$ cat src/rtl/router_pkt_tx.sv
// ---------------------------------------------------------------------------
// router_pkt_tx
//
// Packet transmitter that feeds the router's input port. The host streams
// payload bytes into an internal FIFO; on a send request the transmitter
// serialises one packet onto din/pkt_valid:
//
//   header {len[5:0], addr[1:0]}  (pkt_valid = 1)
//   len payload bytes             (pkt_valid = 1)
//   parity byte                   (pkt_valid = 0)
//   one idle gap cycle
//
// Parity is the 8-bit XOR of the header and every payload byte. A byte on
// din is consumed only at a clock edge where busy is low; while busy is high
// din/pkt_valid hold, the buffer is not popped and parity is not updated.
//
// Handshake semantics:
//   - payload write side: a byte is written at an edge where
//     pl_valid && pl_ready; pl_ready is low only when the buffer is full.
//   - router side: the byte on din is taken at an edge where busy == 0.
//   - send is sampled only in IDLE; elsewhere it is ignored.
//
// Parameters:
//   PL_DEPTH        payload buffer depth in bytes (power of two, >= 63)
//
// Ports:
//   clk             sole clock, rising edge
//   reset           synchronous, active-high; clears all state
//   send            request to transmit one packet (IDLE only)
//   tx_addr[1:0]    destination port 0..2 (3 is illegal)
//   tx_len[5:0]     payload length 1..63 (0 is illegal)
//   pl_data[7:0]    payload byte from host
//   pl_valid        pl_data valid
//   pl_ready        buffer not full
//   busy            router back-pressure
//   inj_parity_err  (ROUTER_TX_PARITY_INJ_EN only) invert this packet's parity
//   din[7:0]        byte to router
//   pkt_valid       high on header and payload bytes
//   tx_active       high from send acceptance until return to IDLE
//   tx_done         one-cycle pulse on entering IDLE after a packet
//   req_err         one-cycle pulse when a send request is rejected
//   pl_count        bytes currently buffered (0..PL_DEPTH)
//   dbg_state[2:0]  current FSM state encoding, for observation
//
// Build option:
//   ROUTER_TX_PARITY_INJ_EN  adds the inj_parity_err input; when it is set at
//   send acceptance the parity byte of that packet is bitwise inverted.
// ---------------------------------------------------------------------------
module router_pkt_tx #(
    parameter int PL_DEPTH = 64
) (
    input  logic                      clk,
    input  logic                      reset,
    input  logic                      send,
    input  logic [1:0]                tx_addr,
    input  logic [5:0]                tx_len,
    input  logic [7:0]                pl_data,
    input  logic                      pl_valid,
    output logic                      pl_ready,
    input  logic                      busy,
`ifdef ROUTER_TX_PARITY_INJ_EN
    input  logic                      inj_parity_err,
`endif
    output logic [7:0]                din,
    output logic                      pkt_valid,
    output logic                      tx_active,
    output logic                      tx_done,
    output logic                      req_err,
    output logic [$clog2(PL_DEPTH):0] pl_count,
    output logic [2:0]                dbg_state
);

    localparam int PW = $clog2(PL_DEPTH);
    localparam int CW = PW + 1;

    typedef enum logic [2:0] {
        S_IDLE      = 3'd0,
        S_WAIT_DATA = 3'd1,
        S_HEADER    = 3'd2,
        S_PAYLOAD   = 3'd3,
        S_PARITY    = 3'd4,
        S_GAP       = 3'd5
    } state_t;

    // -----------------------------------------------------------------------
    // Payload FIFO
    // -----------------------------------------------------------------------
    logic [7:0]    mem [PL_DEPTH];
    logic [PW-1:0] wr_ptr;
    logic [PW-1:0] rd_ptr;
    logic [CW-1:0] count_q;
    logic [CW-1:0] count_n;
    logic          wr_en;
    logic          rd_en;
    logic [7:0]    head;
    logic [7:0]    next_head;

    assign wr_en     = pl_valid && pl_ready;
    assign head      = mem[rd_ptr];
    // The byte after the head is already stored whenever a packet is in
    // PAYLOAD, because the header is only launched once len bytes are present.
    assign next_head = mem[rd_ptr + PW'(1)];
    assign pl_count  = count_q;

    always_comb begin
        count_n = count_q;
        case ({wr_en, rd_en})
            2'b10:   count_n = count_q + CW'(1);
            2'b01:   count_n = count_q - CW'(1);
            default: count_n = count_q;
        endcase
    end

    always_ff @(posedge clk) begin
        if (reset) begin
            wr_ptr   <= '0;
            rd_ptr   <= '0;
            count_q  <= '0;
            pl_ready <= 1'b1;
        end else begin
            if (wr_en) wr_ptr <= wr_ptr + PW'(1);
            if (rd_en) rd_ptr <= rd_ptr + PW'(1);
            count_q  <= count_n;
            // Registered full flag, computed from the next count so it is
            // exact in the cycle the buffer fills or drains.
            pl_ready <= (count_n != CW'(PL_DEPTH));
        end
    end

    // Storage is not reset; the pointers define what is valid.
    always_ff @(posedge clk) begin
        if (wr_en) mem[wr_ptr] <= pl_data;
    end

    // -----------------------------------------------------------------------
    // Request qualification
    // -----------------------------------------------------------------------
    state_t state_q;
    state_t state_n;
    logic   req_legal;
    logic   accept;

    assign req_legal = (tx_addr != 2'd3) && (tx_len != 6'd0);
    assign accept    = (state_q == S_IDLE) && send && req_legal;
    assign dbg_state = state_q;

    // -----------------------------------------------------------------------
    // Optional parity corruption
    // -----------------------------------------------------------------------
    logic [7:0] parity_mask;

`ifdef ROUTER_TX_PARITY_INJ_EN
    logic inj_q;

    always_ff @(posedge clk) begin
        if (reset) begin
            inj_q <= 1'b0;
        end else if (accept) begin
            inj_q <= inj_parity_err;
        end
    end

    assign parity_mask = {8{inj_q}};
`else
    assign parity_mask = 8'h00;
`endif

    // -----------------------------------------------------------------------
    // Transmit FSM
    // -----------------------------------------------------------------------
    logic [5:0] len_q;
    logic [5:0] len_n;
    logic [1:0] addr_q;
    logic [1:0] addr_n;
    logic [5:0] remaining_q;
    logic [5:0] remaining_n;
    logic [7:0] parity_q;
    logic [7:0] parity_n;
    logic [7:0] din_n;
    logic       pkt_valid_n;
    logic       tx_active_n;
    logic       tx_done_n;
    logic       req_err_n;
    logic [7:0] hdr_req;
    logic [7:0] hdr_lat;
    logic [7:0] parity_final;

    assign hdr_req      = {tx_len, tx_addr};
    assign hdr_lat      = {len_q, addr_q};
    // Parity including the payload byte being consumed this edge.
    assign parity_final = (parity_q ^ din) ^ parity_mask;

    always_comb begin
        state_n     = state_q;
        len_n       = len_q;
        addr_n      = addr_q;
        remaining_n = remaining_q;
        parity_n    = parity_q;
        din_n       = din;
        pkt_valid_n = pkt_valid;
        tx_done_n   = 1'b0;
        req_err_n   = 1'b0;
        rd_en       = 1'b0;

        case (state_q)
            S_IDLE: begin
                din_n       = 8'h00;
                pkt_valid_n = 1'b0;
                if (send) begin
                    if (req_legal) begin
                        len_n       = tx_len;
                        addr_n      = tx_addr;
                        remaining_n = tx_len;
                        if (count_q >= CW'(tx_len)) begin
                            state_n     = S_HEADER;
                            din_n       = hdr_req;
                            pkt_valid_n = 1'b1;
                            parity_n    = hdr_req;
                        end else begin
                            state_n = S_WAIT_DATA;
                        end
                    end else begin
                        req_err_n = 1'b1;
                    end
                end
            end

            S_WAIT_DATA: begin
                din_n       = 8'h00;
                pkt_valid_n = 1'b0;
                if (count_q >= CW'(len_q)) begin
                    state_n     = S_HEADER;
                    din_n       = hdr_lat;
                    pkt_valid_n = 1'b1;
                    parity_n    = hdr_lat;
                end
            end

            S_HEADER: begin
                if (!busy) begin
                    state_n     = S_PAYLOAD;
                    din_n       = head;
                    pkt_valid_n = 1'b1;
                end
            end

            S_PAYLOAD: begin
                if (!busy) begin
                    // din currently shows the FIFO head; consuming it pops.
                    rd_en       = 1'b1;
                    parity_n    = parity_q ^ din;
                    remaining_n = remaining_q - 6'd1;
                    if (remaining_q == 6'd1) begin
                        state_n     = S_PARITY;
                        din_n       = parity_final;
                        pkt_valid_n = 1'b0;
                    end else begin
                        din_n       = next_head;
                        pkt_valid_n = 1'b1;
                    end
                end
            end

            S_PARITY: begin
                if (!busy) begin
                    state_n     = S_GAP;
                    din_n       = 8'h00;
                    pkt_valid_n = 1'b0;
                end
            end

            S_GAP: begin
                state_n     = S_IDLE;
                din_n       = 8'h00;
                pkt_valid_n = 1'b0;
                tx_done_n   = 1'b1;
            end

            default: begin
                state_n     = S_IDLE;
                din_n       = 8'h00;
                pkt_valid_n = 1'b0;
            end
        endcase

        tx_active_n = (state_n != S_IDLE);
    end

    always_ff @(posedge clk) begin
        if (reset) begin
            state_q     <= S_IDLE;
            len_q       <= '0;
            addr_q      <= '0;
            remaining_q <= '0;
            parity_q    <= '0;
            din         <= '0;
            pkt_valid   <= 1'b0;
            tx_active   <= 1'b0;
            tx_done     <= 1'b0;
            req_err     <= 1'b0;
        end else begin
            state_q     <= state_n;
            len_q       <= len_n;
            addr_q      <= addr_n;
            remaining_q <= remaining_n;
            parity_q    <= parity_n;
            din         <= din_n;
            pkt_valid   <= pkt_valid_n;
            tx_active   <= tx_active_n;
            tx_done     <= tx_done_n;
            req_err     <= req_err_n;
        end
    end

endmodule
$ cat config.mk
export PLATFORM = sky130hd
export DESIGN_NAME = router_pkt_tx
export DESIGN_NICKNAME = d
export VERILOG_FILES = /design/src/rtl/router_pkt_tx.sv
export SDC_FILE = /design/constraint.sdc
export NUM_CORES = 1
export LEC_CHECK = 0
export CAP_MARGIN = 30
export CORE_UTILIZATION = 35
export CTS_BUF_LIST = sky130_fd_sc_hd__clkbuf_4 sky130_fd_sc_hd__clkbuf_8 sky130_fd_sc_hd__clkbuf_16
export CTS_CLUSTER_DIAMETER = 40
export CTS_CLUSTER_SIZE = 8
export DETAILED_ROUTE_END_ITERATION = 8
export HOLD_SLACK_MARGIN = 0.06
export PLACE_DENSITY = 0.54
export SLEW_MARGIN = 20
export SYNTH_ARGS = -nofsm -noshare
export SYNTH_HDL_FRONTEND = slang
export SYNTH_SLANG_ARGS = --single-unit
$ cat constraint.sdc
create_clock -name clk -period 2.4 [get_ports clk]
set_input_delay 0.48 -clock clk [delete_from_list [all_inputs] [get_ports clk]]
set_output_delay 0.48 -clock clk [all_outputs]
set_load 0.02 [all_outputs]
Word-level counts from Yosys, hierarchy flattened
Memory sizes are Yosys's and may differ from the RTL's. A register that Yosys moved wholly into a read port is not among the register bits.
Cells that the tools add are included.

storage, ports and cells
  output and inout bits = 23
  memories = 1
  RAM bits = 512
  flip-flop bits (word level) = 57

operators by class
  reductions and logical operators = 12
  add/sub/neg operators = 5
  mux-type cells = 46
  bitwise logic cells = 3
  order comparisons = 2
  equal/unequal tests = 17

memory list
  name  depth  bits a word  read ports  clocked after memory_dff  write ports  line  text
  mem   64     8            2           1                         1            88    logic [7:0] mem [PL_DEPTH];

operator list
  cell                                                                    number
  8-bit 2-to-1 mux                                                        13
  8-bit case mux with 5 select lines                                      1
  6-bit 2-to-1 mux                                                        5
  8-bit case mux with 3 select lines                                      1
  3-bit 2-to-1 mux                                                        7
  3-bit case mux with 5 select lines                                      1
  7-bit by 6-bit greater-or-equal comparator with 1-bit output            2
  1-bit 2-to-1 mux                                                        14
  2-bit != test (second input constant)                                   7
  7-bit case mux with 2 select lines                                      1
  6-bit by 1-bit adder with 6-bit output (second input constant)          2
  6-bit case mux with 2 select lines                                      1
  8-bit bitwise XOR                                                       1
  7-bit by 1-bit adder with 7-bit output (second input constant)          1
  7-bit != test (second input constant)                                   1
  7-bit by 1-bit subtractor with 7-bit output (second input constant)     1
  3-bit by 2-bit equality test with 1-bit output (second input constant)  2
  3-bit equality test (second input constant)                             2
  6-bit by 1-bit equality test with 1-bit output (second input constant)  1
  3-bit AND reduction                                                     2
  6-bit AND reduction                                                     1
  3-bit nonzero test                                                      2
  6-bit nonzero test                                                      1
  6-bit by 1-bit subtractor with 6-bit output (second input constant)     1
  12 further kinds                                                        14

Logic depth before layout (Yosys ltp)
  depth in word-level cells = 6
  gate-level depth with buffers = 12
  depth with buffers taken out = 11

Least setup slack after synthesis
Ideal clock, no wire load.

  path kind = register to register
  start point = reg state_q[1], in the netlist dbg_state[1]
  end point = reg pl_ready
  arrival = 2.557 ns
  setup time = 0.132 ns
  buffers on the path = 2
  path slack = -0.288 ns
  cell stages (with the launch flop) = 13
  required time = 2.268 ns
  path through = dfxtp_1 > buf_2 > nor4bb_1 > buf_2 > nand2_1 > xnor2_1 > ha_1 > nand2b_1 > a21oi_1 > nor4_1 > xnor2_1 > and3_1 > nand4_1

on the way
  word-level cells in the longest chain between the ends = 5

RTL lines
  what                                                                                          line  text
  from (decl)                                                                                   138   state_t state_q;
  from (signal assigned)                                                                        302   state_q <= state_n;
  3-bit by 2-bit equality test with 1-bit output (*)                                            205   case (state_q)
  1-bit 2-to-1 mux (*)                                                                          205
  2-bit by 1-bit equality test with 1-bit output / 2-bit equality test (equally long branches)  107   case ({wr_en, rd_en})
  7-bit case mux with 2 select lines (*)                                                        107
  7-bit != test (*)                                                                             126   pl_ready <= (count_n != CW'(PL_DEPTH));
  to (signal assigned)                                                                          126
  to (decl)                                                                                     59    output logic pl_ready,

Mark *: on every way between the ends. The rest lies on a longest branch, timed or not.
A chain may end at the register's enable or synchronous reset.

Final worst setup path
  start point = reg rd_ptr[0]
  end point = reg din[5]

on the way
  word-level cells in the longest chain between the ends = 5

RTL lines
  what                                    line  text
  from (decl)                             90    logic [PW-1:0] rd_ptr;
  from (signal assigned)                  122   if (rd_en) rd_ptr <= rd_ptr + PW'(1);
  6-bit by 1-bit adder with 6-bit output  102   assign next_head = mem[rd_ptr + PW'(1)];
  memory read 64 x 8 bit                  -
  8-bit 2-to-1 mux                        253   if (remaining_q == 6'd1) begin
  8-bit 2-to-1 mux                        248   if (!busy) begin
  8-bit case mux with 5 select lines      205
  to (signal assigned)                    307   din <= din_n;
  to (decl)                               64    output logic [7:0] din,

Every way passes these cells. The select of a mux whose other input is x is not followed.

==> flow_metrics.tcl <==
set metrics [dict create \
    outcome "finished, violations left" \
    failed_checks "setup timing" \
    gp_congestion 0.9573 \
    leakagePower_nw 12.44 \
    crit_type "flip-flop to flip-flop" \
    synth_edf_count 512 \
    slowest_stage "dfxtp_4" \
    setup_viol 8 \
    tightestPinTransition_ns 0.9124 \
    dp_hpwl_um 64000 \
    clkPwrFrac 0.524 \
    rows 102 \
    die_height_um 283.6 \
    swShare 0.2252 \
    power.internal_w 0.02100 \
    io_pins 44 \
    die_area_um2 80420 \
    grt_overflow 0 \
    core_area_um2 77980 \
    ys_seq_elements 575 \
    start_util 0.3559 \
    hold_viol 0 \
    vias 19010 \
    num_antenna_cells 0 \
    drive_gt1_frac 0.4069 \
    slew_violations 0 \
    setup_tns_ns -1.626 \
    critPathLaunchType "flip-flop" \
    wl_per_cell_um 27.33 \
    syn_area_per_cell_um2 15.45 \
    rsz0062_at_grt "yes" \
    yosysSeqAreaShare 0.5995 \
    synth-main-ff-cell "edfxtp_1" \
    firstDrtPassIters 6 \
    mappedNetlistNets 1835 \
    fmax_mhz 374.0 \
    arrival_ns 3.23 \
    post-place-ws_ns -0.5935 \
    drt-total-wl_um 91420 \
    path_cells "ha_4 > buf_12 > buf_12 > buf_4 > buf_4 > mux4_2 > mux2i_4 > o22ai_2 > nor4_2 > buf_4 > nor3_4 > a211o_1" \
    fin_skew_ns 0.04295 \
    synthCells 1796 \
    power.density_nw_per_um2 735.9 \
    drv_cap 0 \
    drc 0 \
    cpMostUsedCell "buf_4" \
    hold_buffers 0 \
    clk_latency_ns 0.67 \
    comb_power_share 0.065 \
    root_buffer "clkbuf_16" \
    fin_crit_sh 1.114 \
    clk_path_buf_depth 3 \
    clock-sinks 575 \
    switching_power_w 0.006107 \
    cts_max_level 3 \
    antenna_left 0 \
    grt_pass1_vias 19390 \
    vdd_drop_max_v 0.0005649 \
    final.setup.worst_slack_ns -0.2740 \
    grt_pass1_wl_um 132800 \
    final_core_util 0.4724 \
    synth_async_sr_flop_share 0 \
    crit_path_end_kind "flip-flop" \
    yosysWarningCount 0 \
    drt_iter0_drc 1890 \
    chipWidth_um 283.6 \
    fillers 6678 \
    synthDistinctLibCells 67 \
    fin_nets 2268 \
    io_buffers 43 \
    syn-cell-area_um2 27750 \
    slew_headroom 0.3917 \
    areaGrowthSynthToFinish_pct 32.75 \
    via_per_inst 5.684 \
    cts_inserted_buffers 103 \
    fin_crit_ns 2.674 \
    r2r_cells 12 \
    cts_tree "built" \
    grt_usage 0.2254 \
    antenna_found_initial 0 \
    path_clk_slew_ns 0.05 \
    hold_path_depth 1 \
    critPathMaxStageDelay_ns 0.36 \
    cp.required_ns 2.96 \
    worstPathMaxFanout 7 \
    grt_max_degree 65 \
    seqPwrFrac 0.410 \
    min_path_type "primary input to flip-flop" \
]
-- metal layers --
| layer | up-vias | wire (um) | global-route usage |
|---|---|---|---|
| li1 | 8135 | - | - |
| met1 | 9836 | 37960 | 0.3074 |
| met2 | 878 | 42890 | 0.3586 |
| met3 | 165 | 7337 | 0.04027 |
| met4 | 0 | 3239 | 0.08703 |
| met5 | - | 0 | 0 |
-- cell usage in the layout, fill, tap and decap left out, drive strengths merged, types with 9 or more instances in the layout --
| master | count |
|---|---|
| mux2i | 77 |
| clkbuf | 135 |
| a22oi | 25 |
| buf | 422 |
| nand2 | 162 |
| nor2 | 131 |
| nor3 | 20 |
| xnor2 | 21 |
| nand2b | 14 |
| ha | 18 |
| clkdlybuf4s50 | 29 |
| mux4 | 244 |
| a21o | 10 |
| o22ai | 13 |
| nor2b | 10 |
| a31oi | 14 |
| dfxtp | 63 |
| o21ai | 50 |
| a211oi | 15 |
| clkinv | 34 |
| nor4 | 18 |
| nand3 | 21 |
| inv | 23 |
| and2 | 9 |
| xor2 | 11 |
| edfxtp | 512 |
| a21oi | 87 |
-- critical path: cells and delay by family (launching register included) --
kind,cells,cell delay (ns)
mux,2,0.55
compound gates,2,0.31
flops,1,0.36
fa+ha+maj,1,0.27
buf+inv,5,0.73
simple gates,2,0.32
-- final cells by class --
class	instances	area, um2	share of cell area
inverters	21	78.83	0.002140
repair buffers	459	4456	0.1209
clock buffers	133	2856	0.07754
well taps	1040	1301	0.03532
multi-input cells	1069	10930	0.2966
flip-flops and latches	575	16660	0.4523
clock inverters	48	558.0	0.01515
-- power groups by stage --
stage / clock network, W / registers [W] / logic, W
3_3_place_gp: 0 / 0.0113 / 0.00163
3_5_place_dp: 0 / 0.0113 / 0.00165
6_report: 0.0142 / 0.0111 / 0.00178
5_1_grt: 0.0148 / 0.0111 / 0.00188
2_1_floorplan: 0 / 0.0113 / 0.000752
4_1_cts: 0.0144 / 0.0111 / 0.00169
-- cells by family (layout without fill, tap and decap cells) --
group	after synthesis	count (layout)	share of synthesized area
multiplexers	324	324	0.2270
XOR/XNOR	32	32	0.01010
AO/OA/AOI/OAI	263	263	0.05970
buffers and inverters	152	661	0.02448
adder cells (fa/ha/maj)	18	18	0.008116
flip-flops	575	575	0.5995
AND/OR/NAND/NOR	432	432	0.07110
-- cells in the mapped netlist, types with 8 or more instances --
master / instances / area (um2)
o21ai_0: 45 / 225.2
a22oi_1: 25 / 187.7
nor4_1: 18 / 112.6
xor2_1: 11 / 96.34
clkbuf_1: 60 / 225.2
a21o_1: 10 / 75.07
nor3_1: 20 / 100.1
buf_4: 10 / 75.07
a21oi_1: 87 / 435.4
nand3_1: 21 / 105.1
edfxtp_1: 512 / 15370
mux4_2: 244 / 5495
ha_1: 18 / 225.2
buf_2: 39 / 195.2
mux2i_1: 77 / 770.7
nor2b_1: 10 / 62.56
nand2b_1: 14 / 87.58
and2_1: 8 / 50.05
nand4_1: 8 / 50.05
a31oi_1: 14 / 87.58
nand2_1: 162 / 608.1
buf_1: 19 / 71.32
dfxtp_1: 63 / 1261
a211oi_1: 15 / 112.6
nor3b_1: 8 / 60.06
nand3b_1: 8 / 60.06
inv_1: 20 / 75.07
xnor2_1: 21 / 183.9
nor2_1: 130 / 488.0
o22ai_1: 13 / 81.33
-- repair_timing --
action | 4_1_cts | 5_1_grt
setup endpoints to repair | 20 | 25
gates cloned | 3 | 2
gates resized for setup | 35 | 91
buffers inserted | 22 | 20
pin swaps | 11 | 22
-- flip-flops by register name (all words and copies together) (netlist names), 6 cells and up, named ones only --
signal and count:
din 8, len_q 6, mem 512, parity_q 8
pl_count 7, rd_ptr 6, remaining_q 6, wr_ptr 6
-- final timing paths --
path	startpoint	to	slack [ns]
setup / recovery	rd_ptr[0]$_SDFFE_PP0P_	din[5]$_SDFFE_PP0P_	-0.27
hold reg to reg	addr_q[0]$_SDFFE_PP0P_	addr_q[0]$_SDFFE_PP0P_	0.48
setup reg to reg	rd_ptr[0]$_SDFFE_PP0P_	din[5]$_SDFFE_PP0P_	-0.27
hold / removal	pl_data[4]	mem[27][4]$_DFFE_PP_	0.16
-- metrics by stage --
stage | cells | instance area, um2 | hold WS [ns] | power, W
global placement | 3117 | 32360 | 0.4606 | 0.01292
global route | 3345 | 36840 | 0.1498 | 0.02783
CTS | 3323 | 36220 | 0.1302 | 0.02718
detailed placement | 3117 | 32360 | 0.4716 | 0.01295
floorplan | 1796 | 27810 | 0.4448 | 0.01206
finish | 3345 | 36840 | 0.1616 | 0.02711
Note: power is estimated with default switching activity, not from simulation.
